===== config.mk =====
export PLATFORM = sky130hd
export DESIGN_NAME = regfile_wb_queue
export DESIGN_NICKNAME = d
export VERILOG_FILES = /design/src/rtl/regfile_wb_queue.sv
export SDC_FILE = /design/constraint.sdc
export NUM_CORES = 1
export LEC_CHECK = 0
export BUFFER_PORTS_ARGS = -buffer_cell sky130_fd_sc_hd__buf_2
export CELL_PAD_IN_SITES_DETAIL_PLACEMENT = 0
export CELL_PAD_IN_SITES_GLOBAL_PLACEMENT = 1
export CORE_ASPECT_RATIO = 1.4
export CORE_MARGIN = 2
export CORE_UTILIZATION = 30
export DETAILED_ROUTE_END_ITERATION = 8
export MAX_ROUTING_LAYER = met4
export PLACE_DENSITY = 0.58
export SLEW_MARGIN = 40
export SYNTH_ARGS = -nofsm -noshare
export SYNTH_HDL_FRONTEND = slang
export SYNTH_SLANG_ARGS = --single-unit

===== constraint.sdc =====
create_clock -name clk -period 6 [get_ports clk]
set_input_delay 1.2 -clock clk [delete_from_list [all_inputs] [get_ports clk]]
set_output_delay 1.2 -clock clk [all_outputs]
set_load 0.005 [all_outputs]

===== src/rtl/regfile_wb_queue.sv =====
// In-order writeback queue in front of the regfile write port, with two bypass lookup ports
// that expose results still waiting in the queue.
module regfile_wb_queue #(
   parameter int unsigned WIDTH  = 32,
   parameter int unsigned DEPTH  = 32,
   parameter int unsigned QDEPTH = 4,
   localparam int unsigned ADDR  = $clog2(DEPTH),
   localparam int unsigned CNTW  = $clog2(QDEPTH + 1),
   localparam int unsigned PTRW  = $clog2(QDEPTH)
) (
   input  logic             clk,
   input  logic             reset,
   input  logic             in_valid,
   output logic             in_ready,
   input  logic [ADDR-1:0]  in_reg,
   input  logic [WIDTH-1:0] in_data,
   input  logic             wb_stall,
   output logic             enable,
   output logic [ADDR-1:0]  wreg,
   output logic [WIDTH-1:0] wdata,
   input  logic [ADDR-1:0]  rreg1,
   output logic             byp_hit1,
   output logic [WIDTH-1:0] byp_data1,
   input  logic [ADDR-1:0]  rreg2,
   output logic             byp_hit2,
   output logic [WIDTH-1:0] byp_data2,
   output logic [CNTW-1:0]  count
);

   logic [ADDR-1:0]  reg_q  [QDEPTH];
   logic [WIDTH-1:0] data_q [QDEPTH];
   logic [PTRW-1:0]  head_q, tail_q;
   logic [CNTW-1:0]  count_q, count_d;
   logic             push, pop;
   logic [PTRW-1:0]  idx;

   // Reset gates the write port so nothing reaches the regfile in the reset cycle.
   assign enable   = (count_q != '0) && !wb_stall && !reset;
   assign pop      = enable;
   assign in_ready = (count_q < CNTW'(QDEPTH)) || enable;
   // Writes to register 0 complete the handshake but are dropped.
   assign push     = in_valid && in_ready && (in_reg != '0);
   assign wreg     = reg_q[head_q];
   assign wdata    = data_q[head_q];
   assign count    = count_q;

   always_comb begin
      count_d = count_q;
      unique case ({push, pop})
         2'b10:   count_d = count_q + CNTW'(1);
         2'b01:   count_d = count_q - CNTW'(1);
         default: count_d = count_q;
      endcase
   end

   always_ff @(posedge clk) begin
      if (reset) begin
         head_q  <= '0;
         tail_q  <= '0;
         count_q <= '0;
      end else begin
         if (push) tail_q <= tail_q + PTRW'(1);
         if (pop)  head_q <= head_q + PTRW'(1);
         count_q <= count_d;
      end
   end

   // Storage needs no reset: entries are only visible below count_q.
   always_ff @(posedge clk) begin
      if (push && !reset) begin
         reg_q[tail_q]  <= in_reg;
         data_q[tail_q] <= in_data;
      end
   end

   // Scan oldest to youngest so the last match (youngest) wins.
   always_comb begin
      byp_hit1  = 1'b0;
      byp_data1 = '0;
      byp_hit2  = 1'b0;
      byp_data2 = '0;
      idx       = '0;
      for (int i = 0; i < QDEPTH; i++) begin
         idx = head_q + PTRW'(i);
         if (CNTW'(i) < count_q) begin
            if ((rreg1 != '0) && (reg_q[idx] == rreg1)) begin
               byp_hit1  = 1'b1;
               byp_data1 = data_q[idx];
            end
            if ((rreg2 != '0) && (reg_q[idx] == rreg2)) begin
               byp_hit2  = 1'b1;
               byp_data2 = data_q[idx];
            end
         end
      end
   end

endmodule

# Word-level counts from Yosys, hierarchy flattened
# Memories as Yosys holds them, arrays and structs flattened. A register that Yosys moved wholly into a read port is not among the register bits.
# Index checks and enable logic that the tools add are counted.
dict set report word_totals {
  ram_bits 148
  n_memories 2
  inputBits 51
  out_inout_bits 108
  register_bits 7
}
dict set report op_classes {
  n_reduce_logical 21
  magnitude_cmp 5
  n_mux 39
  n_addsub 6
  eq_ne 10
}
# memory words word_bits read_ports rd_clocked_by_memory_dff write_ports line
set memory_table {}
lappend memory_table {data_q 4 32 4 1 1 31} ;# logic [WIDTH-1:0] data_q [QDEPTH];
lappend memory_table {reg_q 4 5 4 1 1 30} ;# logic [ADDR-1:0] reg_q [QDEPTH];
# op n
set ops {}
lappend ops {{$mux W32} 16}
lappend ops {{$eq A5 B5 Y1} 8}
lappend ops {{$mux W1} 18}
lappend ops {{$reduce_bool A5 Y1} 3}
lappend ops {{$logic_and A1 B1 Y1} 13}
lappend ops {{$mux W2} 4}
lappend ops {{$lt A1 B3 Y1 const A} 2}
lappend ops {{$lt A2 B3 Y1 const A} 2}
lappend ops {{$pmux W3 S2} 1}
lappend ops {{$add A2 B1 Y2 const B} 2}
lappend ops {{$add A2 B2 Y2 const B} 2}
lappend ops {{$add A3 B1 Y3 const B} 1}
lappend ops {{$lt A3 B3 Y1 const B} 1}
lappend ops {{$reduce_bool A3 Y1} 1}
lappend ops {{$sub A3 B1 Y3 const B} 1}
lappend ops {{$eq A2 B1 Y1 const B} 1}
lappend ops {{$eq A2 B2 Y1 const B} 1}
lappend ops {{$logic_not A1 Y1} 2}
lappend ops {{$reduce_bool A2 Y1} 1}
lappend ops {{$logic_or A1 B1 Y1} 1}

# Longest topological paths before layout
# Gate-level depths: netlist (run 1).
dict set report depth {
  word_depth 10
  depth_mapped 11
  depth_no_buf 7
}

# Worst setup path after synthesis (run 1)
# OpenSTA, ideal clock, no wires.
dict set report synth_timing {
  path_type {input -> output}
  from {input rreg1[0]}
  to {output byp_data1[22]}
  n_path_buf 3
  t_arrival_ps 2905
  required_time_ps 4800
  cell_stages 9
  setup_slack_ps 1895
  path_cell_list {clkbuf_1 > nor3_1 > nand2_1 > o211ai_1 > or2_2 > buf_2 > buf_1 > mux2i_1 > a211oi_1}
}
dict set report synth_via {
  elab_chain_cells 10
  elab_cells_between_ends 17
  classes_between {4 x eq/ne; 8 x mux; 5 x reduce/logical}
}
# element line
set synth_rtl {}
lappend synth_rtl {{from (decl)} 21} ;# input logic [ADDR-1:0] rreg1,
lappend synth_rtl {{$eq A5 B5 Y1 / $reduce_bool A5 Y1 (equally long branches)} 86} ;# if ((rreg1 != '0) && (reg_q[idx] == rreg1)) begin
lappend synth_rtl {{$logic_and A1 B1 Y1} 86}
lappend synth_rtl {{$mux W32} 86}
lappend synth_rtl {{$mux W32} 85} ;# if (CNTW'(i) < count_q) begin
lappend synth_rtl {{$mux W32} 86}
lappend synth_rtl {{$mux W32} 85}
lappend synth_rtl {{$mux W32} 86}
lappend synth_rtl {{$mux W32} 85}
lappend synth_rtl {{$mux W32} 86}
lappend synth_rtl {{$mux W32 *} 85}
lappend synth_rtl {{to (decl)} 23} ;# output logic [WIDTH-1:0] byp_data1,
# Mark *: on every way between the ends. The rest lies on a longest branch, timed or not.

# Final worst setup path (run 1)
dict set report layout_timing {
  from {register head_q[0]}
  to {output byp_data1[29]}
}
dict set report layout_via {
  elab_chain_cells 10
  elab_cells_between_ends 17
  classes_between {3 x add/sub; 3 x eq/ne; 6 x mux; 3 x reduce/logical; 2 x memory}
}
# element line
set layout_rtl {}
lappend layout_rtl {{from (decl)} 32} ;# logic [PTRW-1:0] head_q, tail_q;
lappend layout_rtl {{from (signal assigned)} 63} ;# if (pop) head_q <= head_q + PTRW'(1);
lappend layout_rtl {{$add A2 B1 Y2} 84} ;# idx = head_q + PTRW'(i);
lappend layout_rtl {{$mem_v2 Z4 W5} --}
lappend layout_rtl {{$eq A5 B5 Y1} 86}
lappend layout_rtl {{$logic_and A1 B1 Y1} 86}
lappend layout_rtl {{$mux W32} 86}
lappend layout_rtl {{$mux W32} 85}
lappend layout_rtl {{$mux W32} 86}
lappend layout_rtl {{$mux W32} 85}
lappend layout_rtl {{$mux W32} 86}
lappend layout_rtl {{$mux W32 *} 85}
# Marked as above.

==> summary.txt, run 1 <==
Pwr
  • Flop pwr share: 38.0%
  • Sw Ratio: 31.3%
  • Peak VDD IR: 0.000177 V
  • PwrDens: 261 mW/mm²
  • Internal power: 2.34 mW
  • Clock Power Share: 30.7%
  • NetSw: 1.07 mW
  • Logic pwr share: 31.3%
  • Leak: 4.56 nW

Routing
  • Routed length per placed instance: 23.7 µm
  • DRT iter0 DRCs: 575
  • DRT Pass-1 Iters: 5
  • Total wire length: 36.3 mm
  • Total number of vias: 8591
  • Vias per cell: 5.61
  • Residual DRC: 0
  • Final ANT Viol Nets: 0

Place
  • Port buffer count: 158
  • Gp weighted congestion: 0.812
  • DPL Wire Length: 24.1 mm
  • Dpl cells: 1498

Clock network
  • CTS root buf: clkbuf_16
  • CTS Hold Bufs: 0
  • Post_cts resized: 0
  • CTS tree: done
  • Clk_lat worst skew: 440 ps
  • Clock tree buffer depth: 2
  • CTS HTree Levels: 4
  • Reg clk slew, reported paths: 60 ps
  • CTS sink cnt: 157
  • Postcts setup bufs: 0
  • Total CTS buffers: 17

Die
  • Die height: 234 µm
  • Die Outline Area: 0.0393 mm²
  • Starting Density: 30.2%
  • Core ar.: 0.0374 mm²
  • Row Count: 84
  • Die width: 168 µm
  • Ports: 159

STA
  • Final period util: 88.9%
  • Post-route minimum period: 5340 ps
  • RSZ-0062 raised after global routing: false
  • Clock skew: 5.25 ps
  • Final TNS setup: 0 ps
  • Max-slew violations: 0
  • Setup violators final: 0
  • Slew @ Worst Pin: 870 ps
  • Worst slew margin: 41.2%
  • Final hold violations: 0
  • FMAX: 0.187 GHz

Synth
  • Ys Warns: 0
  • Post-synth top area share: 39.3%
  • Most common flop cell mapped by yosys: edfxtp_1
  • FFs w/ async S/R, synth: 0%
  • Unique masters post-synth: 51
  • Synth area leader: edfxtp_1
  • Synth area leaders: edfxtp_1 (39%), mux4_2 (16%), mux2i_1 (5.8%)
  • Post-synth EDFFs: 148
  • Count leader, synth: edfxtp_1
  • Synthesized area per cell: 12.0 µm²
  • #FFs+latches synth: 157
  • Synth Instances: 942
  • Share of the yosys chip area belonging to registers: 40.9%
  • Syn nets: 1002
  • Most frequent cells after synthesis: edfxtp_1 (148), nor2_1 (105), mux4_2 (79), a21oi_1 (66), mux2i_1 (66)
  • Post-Synthesis Cell Area: 0.0113 mm²

GRT
  • Total gr overflow: 0
  • Total GRT Usage: 19.3%
  • Initial antenna violation count: 4
  • Global-route wire length before repair: 54.5 mm
  • Vias in the first global route: 8972
  • Pin count of the biggest net entering global routing: 71

Layout
  • Share of layout cells above drive strength 1: 33.0%
  • Syn-to-layout area delta: 15.6%
  • Non-Filler Instances: 1532
  • Post-layout nets: 1104

Worst setup path
  • CP Cell Sequence: buf_4 > mux4_2 > xor2_1 > nor4_1 > and2_2 > buf_4 > nor3_1 > a211oi_1 > buf_2
  • Critical Path RT: 4800 ps
  • Crit Path Max Fanout: 43
  • Worst path bufs/invs: 3
  • Critical Path AT: 4140 ps
  • Critical path type: reg -> out
  • Crit path max-delay cell type: buf_4
  • Critical path's most frequent cell: buf_4
  • Crit path max-delay family: buffers and inverters
  • CP endpoint kind: output port
  • Reg2reg setup slack: 3510 ps
  • Crit path largest cell delay: 620 ps
  • Critical Path Start Type: register

Hold path
  • Hold Crit Class: reg -> reg

Status
  • Outcome: finished clean

Flow run
  • Max-cap violations: 0
[power groups by stage]
stage / combinational (mW) / clock [mW] / sequential [mW]
6_report: 1.07 / 1.05 / 1.30
5_1_grt: 1.16 / 1.12 / 1.30
4_1_cts: 1.08 / 1.07 / 1.30
3_5_place_dp: 1.08 / 0 / 1.32
3_3_place_gp: 1.07 / 0 / 1.31
2_1_floorplan: 0.774 / 0 / 1.29
[worst min-delay path, delay by kind of cell (launching register included)]
kind | cells | cell delay [ps]
flops | 1 | 340
simple gates | 1 | 50
mux | 1 | 140
[worst paths after layout]
kind,from,endpoint,cells after the start
max,head_q[0]$_SDFFE_PP0P_,byp_data1[29],9
min reg2reg,tail_q[1]$_SDFFE_PP0P_,tail_q[1]$_SDFFE_PP0P_,2
min,tail_q[1]$_SDFFE_PP0P_,tail_q[1]$_SDFFE_PP0P_,2
max reg2reg,count[2]$_SDFFE_PP0P_,data_q[3][19]$_DFFE_PP_,5
[metal layers]
metal	up-vias	track usage (%)	wire length [µm]
li1	3951	-	-
met1	4357	21.1	14300
met2	233	35.0	19600
met3	50	2.84	1460
met4	0	8.00	922
met5	-	-	0
[flip-flops by register name, indices dropped and copies added, names as in the netlist, named ones only]
register	count
count	3
data_q	128
head_q	2
reg_q	20
tail_q	2
[cells by family (layout without fill, tap and decap cells)]
logic type               Yosys count  count (layout)  share of synthesized area [%]
AND/OR/NAND/NOR                  236             236                           10.9
AO/OA/AOI/OAI                    207             207                           13.3
multiplexers                     184             184                           26.1
flip-flops                       157             157                           40.9
buffers and inverters            106             220                           4.45
XOR/XNOR                          43              43                           3.33
adder cells (fa/ha/maj)            9               9                          0.996
other                              0               3                              0
[placed cells by master (no fill, tap or decap), drive strengths merged, types with 7 or more instances in the layout]
| cell | n |
|---|---|
| clkinv | 9 |
| edfxtp | 148 |
| dfxtp | 9 |
| nand2b | 31 |
| a31o | 31 |
| mux2 | 34 |
| ha | 9 |
| mux2i | 66 |
| a211oi | 66 |
| a21oi | 66 |
| inv | 7 |
| xor2 | 16 |
| nor2 | 105 |
| nor3b | 33 |
| buf | 183 |
| a221o | 31 |
| xnor2 | 27 |
| mux4 | 84 |
| clkbuf | 17 |
| nor3 | 34 |
[per-stage QoR]
stage | power (mW) | utilization, % | hold slack, ps | setup slack [ps] | area, µm²
6_report | 3.41 | 34.9 | 566 | 665 | 13100
5_1_grt | 3.58 | 34.9 | 589 | 405 | 13100
4_1_cts | 3.44 | 34.9 | 565 | 614 | 13100
3_5_place_dp | 2.40 | 33.4 | 558 | 1100 | 12500
3_3_place_gp | 2.38 | 33.3 | 543 | 1060 | 12500
2_1_floorplan | 2.07 | - | 518 | 1900 | 11300
[area by class of cell]
class / instances / area [µm²]
Tap cell: 473 / 592
Antenna cell: 3 / 7.51
Clock inverter: 14 / 146
Fill cell: 3714 / 24300
Multi-Input combinational cell: 679 / 6240
Clock buffer: 17 / 425
Sequential cell: 157 / 4640
Inverter: 6 / 23.8
Timing Repair Buffer: 183 / 993
Note: power is estimated with default switching activity, not from simulation.
==> run 2: changes to the inputs <==
Settings changed: PLACE_DENSITY 0.58 to 0.6.
Clock period 6 ns to 4.6 ns, I/O delays scaled along.
==> run 2 against run 1 <==
Against the previous run: critical path depth unchanged; non-clock buffer count increased by 17; routed wire length increased by 2.7%; power increased by 28%; count of clock-buffer cells in the layout increased by 2; global-route usage increased by 0.34 points; first-iteration DRC count decreased by 4.0%; register-to-register slack got worse by 1400 ps; critical endpoint is now byp_data1[20].
==> summary.txt, run 2 (synthesis gave the netlist of run 1 again) <==
Routing
  • Total number of vias: 8826 (+2.7%)
  • Residual DRC: 0 (unchanged)
  • DRT Pass-1 Iters: 5 (unchanged)
  • Final ANT Viol Nets: 0 (unchanged)
  • Vias per cell: 5.69 (+1.4%)
  • Routed length per placed instance: 24.0 µm (+1.4%)
  • Total wire length: 37.3 mm (+2.7%)
  • DRT iter0 DRCs: 552 (-4.0%)

Clock network
  • CTS tree: done
  • CTS Hold Bufs: 0 (unchanged)
  • CTS root buf: clkbuf_16
  • Reg clk slew, reported paths: 60 ps (about the same)
  • Clock tree buffer depth: 2 (unchanged)
  • CTS sink cnt: 157 (unchanged)
  • Clk_lat worst skew: 450 ps (about the same)
  • CTS HTree Levels: 4 (unchanged)
  • Total CTS buffers: 17 (unchanged)

Die
  • Starting Density: 30.2% (unchanged)
  • Core ar.: 0.0374 mm² (unchanged)
  • Row Count: 84 (unchanged)
  • Die width: 168 µm (unchanged)
  • Die Outline Area: 0.0393 mm² (unchanged)
  • Ports: 159 (unchanged)
  • Die height: 234 µm (unchanged)

Worst setup path
  • Crit path largest cell delay: 760 ps (+140 ps)
  • Crit Path Max Fanout: 21 (-51%)
  • Critical Path AT: 3570 ps (-570 ps)
  • Critical path's most frequent cell: buf_4
  • Critical Path Start Type: register
  • Crit path max-delay cell type: or4b_2
  • Critical Path RT: 3680 ps (-1120 ps)
  • Critical path type: reg -> out
  • CP endpoint kind: output port
  • CP Cell Sequence: mux4_2 > xnor2_1 > nand4_1 > or4b_2 > buf_4 > nor3_2 > a211oi_1 > buf_4 > buf_2

Layout
  • Post-layout nets: 1121 (+1.5%)
  • Share of layout cells above drive strength 1: 34.0% (+0.94 points)
  • Non-Filler Instances: 1552 (+1.3%)
  • Largest Register: data_q
  • Syn-to-layout area delta: 17.2%
  • Commonest cells after routing, fill and taps aside: buf_2 (158), edfxtp_1 (148), nor2_1 (104), mux4_2 (79)
  • Largest register FFs: 128 (unchanged)
  • Most common cell after layout, fill and taps aside: buf_2

STA
  • Clock skew: 7.65 ps (+2.39 ps)
  • Worst slew margin: 52.5% (+11 points)
  • RSZ-0062 raised after global routing: false
  • Post-route minimum period: 4490 ps
  • Final hold violations: 0 (unchanged)
  • Max-slew violations: 0 (unchanged)
  • FMAX: 0.223 GHz
  • Final TNS setup: 0 ps (unchanged)
  • Slew @ Worst Pin: 709 ps (-161 ps)
  • Final period util: 97.7%
  • Setup violators final: 0 (unchanged)

GRT
  • Vias in the first global route: 9061 (+0.99%)
  • Top Usage Layer GRT: met2
  • Total GRT Usage: 19.6% (+0.34 points)
  • GR Util met1: 21.4% (+0.33 points)
  • Pin count of the biggest net entering global routing: 62 (-13%)
  • M3 GR Usage: 3.14% (+0.30 points)
  • Global-route wire length before repair: 55.8 mm (+2.2%)
  • Initial antenna violation count: 5 (+1)
  • Met2 usage: 35.1% (about the same)
  • Total gr overflow: 0 (unchanged)

Hold path
  • Hold Crit Class: reg -> reg

Pwr
  • Peak VDD IR: 0.000249 V (+41%)
  • Leak: 4.63 nW (+1.6%)
  • PwrDens: 330 mW/mm² (+26%)

Place
  • Gp weighted congestion: 0.852 (+4.9%)
  • Port buffer count: 158 (unchanged)
  • Dpl cells: 1514 (+1.1%)
  • DPL Wire Length: 26.0 mm (+7.9%)

Status
  • Outcome: finished clean

Flow run
  • Max-cap violations: 0 (unchanged)
## run 2: path summary, 6_finish.rpt
path	startpoint	to	slack, ps	depth (start not counted)
min reg2reg	tail_q[1]$_SDFFE_PP0P_	tail_q[1]$_SDFFE_PP0P_	560	2
min	tail_q[1]$_SDFFE_PP0P_	tail_q[1]$_SDFFE_PP0P_	560	2
max reg2reg	count[0]$_SDFFE_PP0P_	count[2]$_SDFFE_PP0P_	2120	6
max	head_q[0]$_SDFFE_PP0P_	byp_data1[20]	110	9
## run 2: cell type report
type	count	area (µm²)
inverters	6	22.5
fillers	3716	24200
repair buffers	200	1220
clock inverters	13	93.8
flip-flops and latches	157	4640
multi-input cells	679	6240
well taps	473	592
clock buffers	19	433
diodes	5	12.5
## run 2: timing repair
item	4_1_cts	5_1_grt
cloned	0	0
resized for setup	1	3
setup endpoints to repair	1	9
setup buffers	0	1
## run 2: critical path, delay by kind of cell (launching register included)
family,cells,cell delay [ps]
and+or+nand+nor,3,1190
xor gates and xnor gates,1,180
AOI/OAI and AO/OA,1,80
buffers and inverters,3,540
muxes,1,610
DFF,1,520
## run 2: report_power, final
part | switching [mW] | internal (mW)
Clock | 0.585 | 0.687
Sequential | 0.0813 | 1.63
Combinational | 0.739 | 0.653
Total | 1.41 | 2.97
## run 2: per-stage QoR
stage | cell area [µm²] | utilization, % | power (mW) | hold WS (ps) | setup slack, ps
floorplan | 11300 | - | 2.69 | 518 | 1060
global placement | 12700 | 33.8 | 3.14 | 544 | 364
detailed placement | 12700 | 33.9 | 3.14 | 559 | 451
CTS | 13200 | 35.3 | 4.41 | 567 | 62.9
global route | 13300 | 35.4 | 4.58 | 604 | 22.2
finish | 13300 | 35.4 | 4.38 | 561 | 108
## run 2: layer usage
layer / up-vias / part of all wire (%)
met1: 4500 / 39
met5: - / 0
met2: 258 / 53
met3: 71 / 3.9
li1: 3997 / -
met4: 0 / 4.0
==> run 3: changes to the inputs <==
Settings changed: CELL_PAD_IN_SITES_DETAIL_PLACEMENT 0 to 1, CORE_UTILIZATION 30 to 43, PLACE_DENSITY 0.6 to 0.8.
==> run 3 against run 2 <==
Against the previous run: cell area fell by 1.3%; flip-flop and latch count did not move; clock power rose by 23%; largest power group unchanged; critical path type unchanged; largest cell class unchanged.
==> summary.txt, run 3 (synthesis gave the netlist of run 1 again) <==
Worst setup path
  • Crit Path Max Fanout: 16 (-24%)
  • R2R Path End: data_q[3][10]$_DFFE_PP_
  • Reg2reg setup slack: 2160 ps (+40 ps)
  • CP endpoint kind: output port
  • Worst r2r src: count[2]$_SDFFE_PP0P_
  • FF-to-FF path depth: 5 (-1)
  • Critical Path Start Type: register
  • Critical Path RT: 3680 ps (about the same)
  • Critical path type: reg -> out
  • Critical Path AT: 3480 ps (-90 ps)

Flow run
  • Max-cap violations: 0 (unchanged)

Layout
  • Share of layout cells above drive strength 1: 33.8% (-0.21 points)
  • Fill cells: 2681 (-28%)
  • Syn-to-layout area delta: 15.7%
  • Commonest cells after routing, fill and taps aside: buf_2 (158), edfxtp_1 (148), nor2_1 (104), mux4_2 (79)
  • Finished Cell Area: 0.0131 mm² (-1.3%)
  • Largest Register: data_q
  • Most common cell after layout, fill and taps aside: buf_2
  • Largest register FFs: 128 (unchanged)
  • Post-layout nets: 1114 (-0.62%)
  • Area of the multi-input gates: 0.00625 mm² (+0.10%)
  • Register area: 0.00464 mm² (unchanged)

Clock network
  • CTS tree: done
  • Reg clk slew, reported paths: 60 ps (about the same)
  • Clk_lat worst skew: 440 ps (about the same)
  • CTS HTree Levels: 4 (unchanged)
  • Clock tree buffer depth: 2 (unchanged)
  • CTS Hold Bufs: 0 (unchanged)
  • Total CTS buffers: 17 (unchanged)
  • CTS root buf: clkbuf_16
  • CTS sink cnt: 157 (unchanged)

GRT
  • M3 GR Usage: 3.78% (+0.64 points)
  • Initial antenna violation count: 3 (-2)
  • Total GRT Usage: 27.5% (+7.9 points)
  • Pin count of the biggest net entering global routing: 65 (+4.8%)
  • Met2 usage: 46.7% (+12 points)
  • Top Usage Layer GRT: met2
  • Vias in the first global route: 9806 (+8.2%)
  • Total gr overflow: 0 (unchanged)
  • Global-route wire length before repair: 56.2 mm (+0.72%)
  • GR Util met1: 31.2% (+9.8 points)

Hold path
  • Hold_sp: tail_q[1]$_SDFFE_PP0P_
  • Min-Delay Endpoint: tail_q[1]$_SDFFE_PP0P_
  • Hold Crit Class: reg -> reg
  • Hold path cells: 2 (unchanged)

Die
  • Die Outline Area: 0.0276 mm² (-30%)
  • Die width: 141 µm (-16%)
  • Row Count: 70 (-17%)
  • Die height: 196 µm (-16%)
  • Ports: 159 (unchanged)
  • Core ar.: 0.0260 mm² (-30%)
  • Starting Density: 43.5% (+13 points)

STA
  • Final hold violations: 0 (unchanged)
  • Post-route minimum period: 4400 ps (-90.3 ps)
  • Final TNS setup: 0 ps (unchanged)
  • Max-slew violations: 0 (unchanged)
  • Slew @ Worst Pin: 676 ps (-32.9 ps)
  • Setup violators final: 0 (unchanged)
  • Clock skew: 7.29 ps (-0.360 ps)
  • RSZ-0062 raised after global routing: false
  • Hold_ws: 588 ps (+26.5 ps)
  • FMAX: 0.227 GHz (+2.1%)
  • Worst slew margin: 54.9% (+2.5 points)
  • Final period util: 95.7% (-2.0 points)
  • Setup ws final: 198 ps (+90.3 ps)

Place
  • Dpl ws: 416 ps (-35.5 ps)
  • Post-placement cell area: 0.0124 mm² (-2.3%)
  • Port buffer count: 158 (unchanged)
  • DPL Wire Length: 24.7 mm (-4.7%)
  • Gp weighted congestion: 0.940 (+10%)

Pwr
  • Peak VDD IR: 0.000282 V (+13%)
  • PwrDens: 357 mW/mm² (+8.1%)
  • Leak: 4.65 nW (+0.37%)

Routing
  • Residual DRC: 0 (unchanged)
  • Vias per cell: 6.62 (+16%)
  • Routed length per placed instance: 26.4 µm (+9.7%)
  • DRT Pass-1 Iters: 6 (+1)
  • Total wire length: 36.7 mm (-1.5%)
  • Final ANT Viol Nets: 0 (unchanged)
  • Total number of vias: 9230 (+4.6%)
  • DRT iter0 DRCs: 734 (+33%)

Status
  • Outcome: finished clean
## run 3: changes by cell type in the layout (fill, tap and decap cells not counted), sizes merged
| cell | delta |
|---|---|
| clkinvlp | -4 |
| buf | -7 |
| clkbuf | -1 |
| clkinv | -1 |
| bufinv | +5 |
| diode | -1 |
## run 3: timing repair
item / in CTS / in global routing
pin swaps: 1 / 0
setup buffers: 2 / 0
endpoints found under the hold margin: 0 / 0
setup endpoints to repair: 2 / 23
gates resized for setup: 1 / 3
## run 3: through the flow
| step | std cells | util [%] | power (mW) |
|---|---|---|---|
| final | 1394 | 50.3 | 4.67 |
| after global routing | 1393 | 50.3 | 4.83 |
| after CTS | 1390 | 50.2 | 4.66 |
| after detailed placement | 1357 | 47.6 | 3.12 |
| after global placement | 1356 | 47.5 | 3.08 |
| after floorplan | 942 | - | 2.69 |
## run 3: layout make-up
type | instances | area share (%)
Antenna cell | 4 | 0.0765
Sequential cell | 157 | 35.4
Timing Repair Buffer | 193 | 8.52
Inverter | 6 | 0.172
Tap cell | 324 | 3.10
Clock buffer | 18 | 3.28
Multi-Input combinational cell | 679 | 47.8
Clock inverter | 13 | 1.65
## run 3: per-layer routing
layer	part of all wire (%)	wire, µm	vias up
met5	0	0	-
met4	4.7	1740	0
met3	5.9	2180	130
met2	52	19200	457
met1	37	13600	4672
li1	-	-	3971
## run 3: worst max-delay path: stages, from the launching register on
cell       delay [ps]
dfxtp_4           500
mux4_2            650
a2111oi_0         430
buf_4             200
a31oi_4            30
buf_4             240
nor3b_1           250
mux2i_1           160
a211oi_1          390
buf_2             180
## run 3: where the power goes
group / switching (mW) / internal, mW / total (mW)
clock: 0.591 / 0.964 / 1.56
sequential: 0.0771 / 1.63 / 1.71
combinational: 0.769 / 0.637 / 1.41
## run 3: worst max-delay path by stage
stage                                      start            end  slack [ps]  depth (start not counted)
after floorplan                         rreg1[0]  byp_data1[22]        1060                          9
after global placement                  rreg2[1]  byp_data2[19]         490                          8
after detailed placement                rreg2[1]   byp_data2[1]         420                          8
after CTS                 head_q[0]$_SDFFE_PP0P_  byp_data1[31]          40                          9
after global routing                    register  byp_data1[27]          30                          9
final                                   register   byp_data1[3]         200                          9
